File: config.mk
export PLATFORM = sky130hd
export DESIGN_NAME = demux1x2_stream
export DESIGN_NICKNAME = d
export VERILOG_FILES = /design/src/rtl/demux_pkg.sv /design/src/rtl/demux1x2_stream_out_stage.sv /design/src/rtl/demux1x2_stream.sv
export SDC_FILE = /design/constraint.sdc
export NUM_CORES = 1
export LEC_CHECK = 0
export BUFFER_PORTS_ARGS = -buffer_cell sky130_fd_sc_hd__buf_2
export CAP_MARGIN = 20
export CORE_ASPECT_RATIO = 1.25
export CORE_MARGIN = 8
export CORE_UTILIZATION = 40
export CTS_BUF_LIST = sky130_fd_sc_hd__clkbuf_8
export DETAILED_ROUTE_END_ITERATION = 7
export HOLD_SLACK_MARGIN = 0.05
export RECOVER_POWER = 25
export SLEW_MARGIN = 10
export SYNTH_ARGS = -nofsm -noshare
export SYNTH_HDL_FRONTEND = slang
export SYNTH_HIERARCHICAL = 1
export SYNTH_SLANG_ARGS = --single-unit
File: constraint.sdc
create_clock -name clk -period 2.8 [get_ports clk]
set_input_delay 0.56 -clock clk [delete_from_list [all_inputs] [get_ports clk]]
set_output_delay 0.56 -clock clk [all_outputs]
set_load 0.03 [all_outputs]
File: src/rtl/demux_pkg.sv
// ----------------------------------------------------------------------------
// demux_pkg
// Shared definitions for the packet-aware 1:2 stream demultiplexer.
//   - default data / packet-counter widths
//   - FSM state encoding (2'd3 is unused and recovers to ST_IDLE)
//   - channel-index helper used to turn a routing state into a target
// ----------------------------------------------------------------------------
package demux_pkg;

   localparam int DEF_WIDTH = 8;
   localparam int DEF_CNTW  = 16;

   typedef enum logic [1:0] {
      ST_IDLE   = 2'd0,
      ST_ROUTE0 = 2'd1,
      ST_ROUTE1 = 2'd2
   } state_t;

   // Destination for the current beat: locked while mid-packet, otherwise
   // taken from the live select input.
   function automatic logic target_of(input state_t st, input logic sel);
      logic tgt;
      case (st)
         ST_ROUTE0: tgt = 1'b0;
         ST_ROUTE1: tgt = 1'b1;
         default:   tgt = sel;
      endcase
      return tgt;
   endfunction

endpackage

File: src/rtl/demux1x2_stream_out_stage.sv
// ----------------------------------------------------------------------------
// out_stage
// One-entry registered output slot with valid/ready handshake.
// Ports:
//   clk, rst        clock, synchronous active-high reset
//   load            capture load_data/load_last this cycle
//   load_data/last  beat to capture
//   ready           downstream consumer ready
//   valid/data/last registered beat presented downstream
//   free            slot can take a beat this cycle (empty or draining)
// ----------------------------------------------------------------------------
module out_stage #(
   parameter int WIDTH = 8
) (
   input  logic             clk,
   input  logic             rst,
   input  logic             load,
   input  logic [WIDTH-1:0] load_data,
   input  logic             load_last,
   input  logic             ready,
   output logic             valid,
   output logic [WIDTH-1:0] data,
   output logic             last,
   output logic             free
);

   logic             valid_reg;
   logic [WIDTH-1:0] data_reg;
   logic             last_reg;

   // Draining and refilling in the same cycle is allowed, so a full slot
   // whose consumer is ready counts as free.
   assign free = !valid_reg || ready;

   always_ff @(posedge clk) begin
      if (rst) begin
         valid_reg <= 1'b0;
         data_reg  <= '0;
         last_reg  <= 1'b0;
      end else if (load) begin
         valid_reg <= 1'b1;
         data_reg  <= load_data;
         last_reg  <= load_last;
      end else if (ready) begin
         // Payload is left in place so data/last only move on a new load.
         valid_reg <= 1'b0;
      end
   end

   assign valid = valid_reg;
   assign data  = data_reg;
   assign last  = last_reg;

endmodule

File: src/rtl/demux1x2_stream.sv
// ----------------------------------------------------------------------------
// demux1x2_stream
// Packet-aware 1:2 demultiplexer. The destination is sampled from in_sel on
// a packet's first beat and held until the last beat. Each channel has a
// one-entry registered stage and a packet counter.
// Ports:
//   clk, rst                        clock, synchronous active-high reset
//   in_data/valid/last/sel, in_ready input stream and destination select
//   o0_* / o1_*                     channel 0 / channel 1 output streams
//   pkt_cnt0, pkt_cnt1              packets (last beats) accepted per channel
// ----------------------------------------------------------------------------
module demux1x2_stream
   import demux_pkg::*;
#(
   parameter int WIDTH = DEF_WIDTH,
   parameter int CNTW  = DEF_CNTW
) (
   input  logic             clk,
   input  logic             rst,
   input  logic [WIDTH-1:0] in_data,
   input  logic             in_valid,
   input  logic             in_last,
   input  logic             in_sel,
   output logic             in_ready,
   output logic [WIDTH-1:0] o0_data,
   output logic             o0_valid,
   output logic             o0_last,
   input  logic             o0_ready,
   output logic [WIDTH-1:0] o1_data,
   output logic             o1_valid,
   output logic             o1_last,
   input  logic             o1_ready,
   output logic [CNTW-1:0]  pkt_cnt0,
   output logic [CNTW-1:0]  pkt_cnt1
);

   state_t           state_reg;
   state_t           state_next;
   logic             target;
   logic             accept;

   logic [1:0]       stage_load;
   logic [1:0]       stage_ready;
   logic [1:0]       stage_valid;
   logic [1:0]       stage_last;
   logic [1:0]       stage_free;
   logic [WIDTH-1:0] stage_data [2];

   logic [CNTW-1:0]  pkt_cnt0_reg;
   logic [CNTW-1:0]  pkt_cnt1_reg;

   assign stage_ready = {o1_ready, o0_ready};

   generate
      for (genvar gi = 0; gi < 2; gi++) begin : g_stage
         out_stage #(.WIDTH(WIDTH)) u_stage (
            .clk       (clk),
            .rst       (rst),
            .load      (stage_load[gi]),
            .load_data (in_data),
            .load_last (in_last),
            .ready     (stage_ready[gi]),
            .valid     (stage_valid[gi]),
            .data      (stage_data[gi]),
            .last      (stage_last[gi]),
            .free      (stage_free[gi])
         );
      end
   endgenerate

   assign o0_valid = stage_valid[0];
   assign o0_data  = stage_data[0];
   assign o0_last  = stage_last[0];
   assign o1_valid = stage_valid[1];
   assign o1_data  = stage_data[1];
   assign o1_last  = stage_last[1];

   // Input readiness follows the targeted stage only; a stalled target
   // blocks the input even if the other channel is idle.
   assign target     = target_of(state_reg, in_sel);
   assign in_ready   = target ? stage_free[1] : stage_free[0];
   assign accept     = in_valid && in_ready;
   assign stage_load = {accept && target, accept && !target};

   always_ff @(posedge clk) begin
      if (rst) begin
         state_reg <= ST_IDLE;
      end else begin
         state_reg <= state_next;
      end
   end

   always_comb begin
      state_next = state_reg;
      case (state_reg)
         ST_IDLE: begin
            if (accept && !in_last) begin
               state_next = in_sel ? ST_ROUTE1 : ST_ROUTE0;
            end
         end
         ST_ROUTE0, ST_ROUTE1: begin
            if (accept && in_last) begin
               state_next = ST_IDLE;
            end
         end
         default: state_next = ST_IDLE;
      endcase
   end

   // Counters wrap naturally at 2^CNTW.
   always_ff @(posedge clk) begin
      if (rst) begin
         pkt_cnt0_reg <= '0;
         pkt_cnt1_reg <= '0;
      end else if (accept && in_last) begin
         if (target) begin
            pkt_cnt1_reg <= pkt_cnt1_reg + CNTW'(1);
         end else begin
            pkt_cnt0_reg <= pkt_cnt0_reg + CNTW'(1);
         end
      end
   end

   assign pkt_cnt0 = pkt_cnt0_reg;
   assign pkt_cnt1 = pkt_cnt1_reg;

endmodule
Word level (Yosys, flattened, before mapping). Cells that the tools add are included. Widths: inputs -> output; s select.

Add/sub/neg operators: 2. Eq/ne operators: 4. Multiplexer cells: 10. Bitwise gates (word level): 1. Reduce and logical (&&, ||, !) cells: 18.

Operators with widths (number): $add 16x1->16 const B (2); $mux 2 (3); $reduce_and 2->1 (3); $logic_and 1x1->1 (5); $mux 1 (5); $logic_not 1->1 (4); $ne 2x2->1 const B (2); $pmux 2 s2 (1); $reduce_bool 2->1 (2); $eq 2x1->1 const B (1); $eq 2x2->1 const B (1); $logic_not 2->1 (1); $logic_or 1x1->1 (2); $pmux 1 s2 (1); $reduce_or 2->1 (1); $not 1->1 (1).

Flip-flop bits (word level): 54. Input port bits: 15.

Logic depth before layout (Yosys ltp).
Depth after elaboration: 7. Mapped depth: 8. Gate-level depth less buffers: 6.

Modules after synthesis. The synthesis kept the hierarchy.

By module, submodules not included: demux1x2_stream (times used 1, cells each 204, area each 1690.4 um^2, sequential area each 680.7 um^2); out_stage (times used 2, cells each 33, area each 355.3 um^2, sequential area each 200.2 um^2).

Least setup slack after synthesis. OpenSTA, ideal clock, no wires.

Kind: register to register. Start: reg state_reg[1]. End: reg pkt_cnt0_reg[15] (netlist: pkt_cnt0[15]). Setup time: 0.070 ns. Data arrival time: 2.150 ns. Slack: 0.579 ns. Stages on the path, launching flop included: 7. Buffers on the path: 0. Period minus slack after synthesis: 2.221 ns. Cell sequence: dfxtp_1 inv_1 ha_1 mux2_2 or4_1 or3_1 a21oi_1.

Longest elaborated chain between the ends: 6. Elaborated cells between the ends (all ways): 8. Those cells by class: eq/ne (2); mux (2); bitwise (1); reduce/logical (3).

Ends and longest elaborated chain: start, declared (RTL line demux1x2_stream.sv:37) `state_t state_reg;`; start signal, assigned (RTL line demux1x2_stream.sv:89) `state_reg <= state_next;`; $eq 2x2->1 or $eq 2x1->1 (tied branches) (RTL line demux_pkg.sv:23) `case (st)`; $pmux 1 s2 (*) (RTL line demux_pkg.sv:23); $mux 1 (RTL line demux1x2_stream.sv:81) `assign in_ready = target ? stage_free[1] : stage_free[0];`; $logic_and 1x1->1 (RTL line demux1x2_stream.sv:82) `assign accept = in_valid && in_ready;`; $logic_and 1x1->1 (RTL line demux1x2_stream.sv:115) `end else if (accept && in_last) begin`; $reduce_and 2->1 (no source line) (*); end signal, assigned (RTL line demux1x2_stream.sv:119) `pkt_cnt0_reg <= pkt_cnt0_reg + CNTW'(1);`; end, declared (RTL line demux1x2_stream.sv:49) `logic [CNTW-1:0] pkt_cnt0_reg;`.

Mark *: on every way between the ends. The rest lies on a longest branch, timed or not. A chain may end at the register's enable or synchronous reset.

Final worst setup path.
Start: reg state_reg[1]. End: out in_ready.

Longest elaborated chain between the ends: 3. Elaborated cells between the ends (all ways): 4. Those cells by class: eq/ne (2); mux (2).

Ends and longest elaborated chain: $eq 2x2->1 or $eq 2x1->1 (tied branches) (RTL line demux_pkg.sv:23); $pmux 1 s2 (*) (RTL line demux_pkg.sv:23); $mux 1 (*) (RTL line demux1x2_stream.sv:81); end, declared (RTL line demux1x2_stream.sv:24) `output logic in_ready,`.

Marked as above.

==> results by stage <==
Status:
- The flow ran to the end, and the final reports show no timing, DRC or antenna violations.

Synth:
- The number of warning messages in the yosys log is 6.
- The synthesized design contains 54 register bits.
- The most used flip-flop cell after synthesis is sky130_fd_sc_hd__dfxtp_1.
- The average cell area after synthesis is 8.893 sq um.
- Synthesis produced a netlist with a net count of 289.
- The cell taking the most area after synthesis is sky130_fd_sc_hd__dfxtp_1.
- The mapped netlist covers 2401 sq um.
- Counting flops with a built-in enable in the synthesized netlist gives 0.
- By area the synthesized netlist is led by sky130_fd_sc_hd__dfxtp_1 45%, sky130_fd_sc_hd__mux2i_1 7.9%, sky130_fd_sc_hd__nor2_1 5.9%.
- The share of the synthesized area in the top cell type is 45.02%.
- In the synthesized netlist, the number of instances is 270.
- The sequential area share after synthesis is 45.02%.
- Counting flops with an async set or reset pin after synthesis yields a share of 0%.
- Counting distinct cell types in the post-synthesis netlist gives 37.

Clocking:
- The number of levels in the clock H-tree is 2.
- The library cell used as clock root buffer is sky130_fd_sc_hd__clkbuf_8.
- The clock slew seen by the registers of the worst setup and hold paths is 100 ps.
- TritonCTS built the clock tree.
- Counting the buffers created by CTS gives 5.
- After clock tree synthesis, the flow added hold-fix buffers numbering 0.
- After clock tree synthesis, the setup repair step added 0 buffers.
- The number of sinks on the clock net is 54.
- The later pin in the worst-skew pair is clocked with a latency of 310 ps.
- Counting along the longest clock path gives a buffer depth of 2.

Run:
- Max-cap violations in this run came to 0.

Layout:
- The final net count is 356.
- The finished layout holds 404 standard cells, fillers aside.
- The share of the core filled with cells is 49.14%.
- The final instance area is 2859 sq um.
- The area added between synthesis and finish is 19.07%.
- The count of inserted antenna diode cells is 0.
- The share of cells above drive strength 1 is 17.75%.

Worst setup path:
- The critical path startpoint is state_reg[1]$_SDFFE_PP0P_.
- The critical path in this run is classified as reg2out.
- The setup slack of the most critical reg-to-reg path is 370 ps.
- Data on the critical path is required at its endpoint by 2240 ps.
- The number of cells on the worst reg-to-reg path is 6.
- The worst setup path is launched from a flop.
- The type of destination of the critical path is a primary output.
- The data arrival time of the critical path is 2060 ps.
- The maximum fanout along the worst path is 8.
- In this run the critical register-to-register path is launched from state_reg[1]$_SDFFE_PP0P_.

STA:
- The period utilization is 93.58%.
- The worst-case headroom to the max-slew limit is 62.37%.
- The final-report max-slew violation count is 0.
- The final hold violation count is 0.
- The final setup slack of the worst path is 179.8 ps.
- Setup repair after global routing left no endpoint under its margin.
- The accumulated negative setup slack is 0 ps.
- For the pin with the worst max-slew slack, the measured transition is 564.4 ps.
- Setup violations remaining at the end of the flow were counted as 0.
- The final worst clock skew is 7.482 ps.
- The minimum clock period is 2620 ps.
- The maximum operating frequency is 381.6 MHz.
- The worst hold slack after final layout is 492.1 ps.

Place:
- Prior to clock tree synthesis, the placed netlist has a worst setup slack of 450.0 ps.
- The cell count after placement is 396.
- In this run the cell area measured after placement is 2788 sq um.
- The wire-length estimate of the detail-placed layout is 4227 um.
- The count of buffers added on input and output ports is 67.
- The last weighted congestion value of the routability-driven placer is 0.7696.

GRT:
- The final global-route overflow total is 0.
- The global-route wire length before repair is 9528 um.
- The global-route total usage across every layer is 13.16%.
- The number of antenna violations at the first check in global routing is 0.
- The pin count of the biggest net entering global routing is 33.
- The via count of the first global-routing pass is 2125.

Route:
- The detailed-route wire length is 5629 um.
- The post-detailed-route via-to-cell ratio is 5.200.
- The detailed router's first-iteration violation count is 39.
- In this run the remaining antenna-violating nets after routing total 0.
- The final routed DRC violation total is 0.
- The routed layout has 2101 vias.
- The average wire per cell in the routed design is 13.93 um.
- The detailed-router iteration count before antenna repair is 5.

Hold path:
- The min-delay analysis places its worst path in the category reg2reg.
- The number of cells on the worst hold path is 2.
- The startpoint identified for the worst hold timing path is pkt_cnt1[15]$_SDFFE_PP0P_.

Power:
- For this design the static power due to leakage is 1.098 nW.
- Across the VDD grid, the largest voltage drop is 0.4223 mV.
- The overall power consumption is 1.459 mW.
- Power spread over the standard cell area amounts to 510.3 nW/um^2.

Die:
- For this design the top-level I/O count stands at 68.
- The floorplan step set the die height to 102.6 um.
- The die covers 8753 sq um.
- The floorplan row count is 31.
- The die is 85.30 um wide.
- The core region is 5818 sq um.
- Once the floorplan was initialized, standard cells occupied 41.27% of the core.
## power by group
part	leakage, nW	total (mW)	switching, mW	internal (mW)
clock network	0.0495	0.454	0.268	0.186
registers	0.438	0.806	0.0146	0.792
logic	0.610	0.199	0.133	0.0660
total	1.10	1.46	0.415	1.04
## final cells by class
class,instances,area [sq um]
tap,66,82.58
fill,583,2959
clock inverter,3,26.28
multi-input combinational,189,1207
sequential,54,1081
clock buffer,5,68.82
inverter,16,60.06
timing repair buffer,71,332.8
## cells in the mapped netlist, types with 5 or more instances
cell	n
sky130_fd_sc_hd__a21oi_1	20
sky130_fd_sc_hd__nand2_1	9
sky130_fd_sc_hd__inv_1	16
sky130_fd_sc_hd__o21ai_0	14
sky130_fd_sc_hd__nand3_1	12
sky130_fd_sc_hd__nand4_1	9
sky130_fd_sc_hd__nor2_1	38
sky130_fd_sc_hd__dfxtp_1	54
sky130_fd_sc_hd__or3_1	9
sky130_fd_sc_hd__xnor2_1	10
sky130_fd_sc_hd__and3_1	6
sky130_fd_sc_hd__clkbuf_1	5
sky130_fd_sc_hd__mux2i_1	19
## cell usage in the layout, fill, tap and decap left out, drive strengths merged
cell type	instances
nor3	4
inv	19
a32oi	2
or4	3
o31ai	3
nor2b	1
a21oi	20
a21o	2
or3b	1
nand4b	3
mux2i	20
a31o	1
buf	45
and3	7
nand2b	3
nor4	4
xnor2	10
o21ai	14
xor2	3
nor2	38
and2	1
clkbuf	31
nand4bb	1
mux2	2
o2111a	1
nand2	9
dfxtp	54
and4	2
ha	4
nand4	9
or3	9
nand3	12
## critical path, cell delays in order, from the launching register on
cell	delay [ps]
sky130_fd_sc_hd__dfxtp_1	380
sky130_fd_sc_hd__inv_1	70
sky130_fd_sc_hd__ha_1	410
sky130_fd_sc_hd__mux2i_4	370
sky130_fd_sc_hd__mux2i_1	290
sky130_fd_sc_hd__inv_1	60
sky130_fd_sc_hd__buf_2	180
## worst paths after layout
path                               end
max                           in_ready
min          pkt_cnt1[15]$_SDFFE_PP0P_
max reg2reg  pkt_cnt0[15]$_SDFFE_PP0P_
min reg2reg  pkt_cnt1[15]$_SDFFE_PP0P_
## timing repair
item | 4_1_cts | 5_1_grt
endpoints found under the hold margin | 0 | 0
endpoints found under the setup margin | 0 | 1
gates resized for setup | 0 | 1
## layer usage
metal,GRT usage (%),vias to the layer above,part of all wire [%]
met5,0,-,0
met4,3.784,0,0.71
met3,5.263,4,8.5
met2,22.95,62,46
met1,14.45,952,45
li1,-,1083,-
## logic make-up after synthesis
kind of cell,Yosys count,synth area share (%)
multiplexers,22,9.432
buffers and inverters,27,5.055
XOR/XNOR,13,4.742
flip-flops,54,45.02
AO/OA/AOI/OAI,43,10.21
AND/OR/NAND/NOR,107,23.45
adder cells (fa/ha/maj),4,2.085
Note: power is estimated with default switching activity, not from simulation.
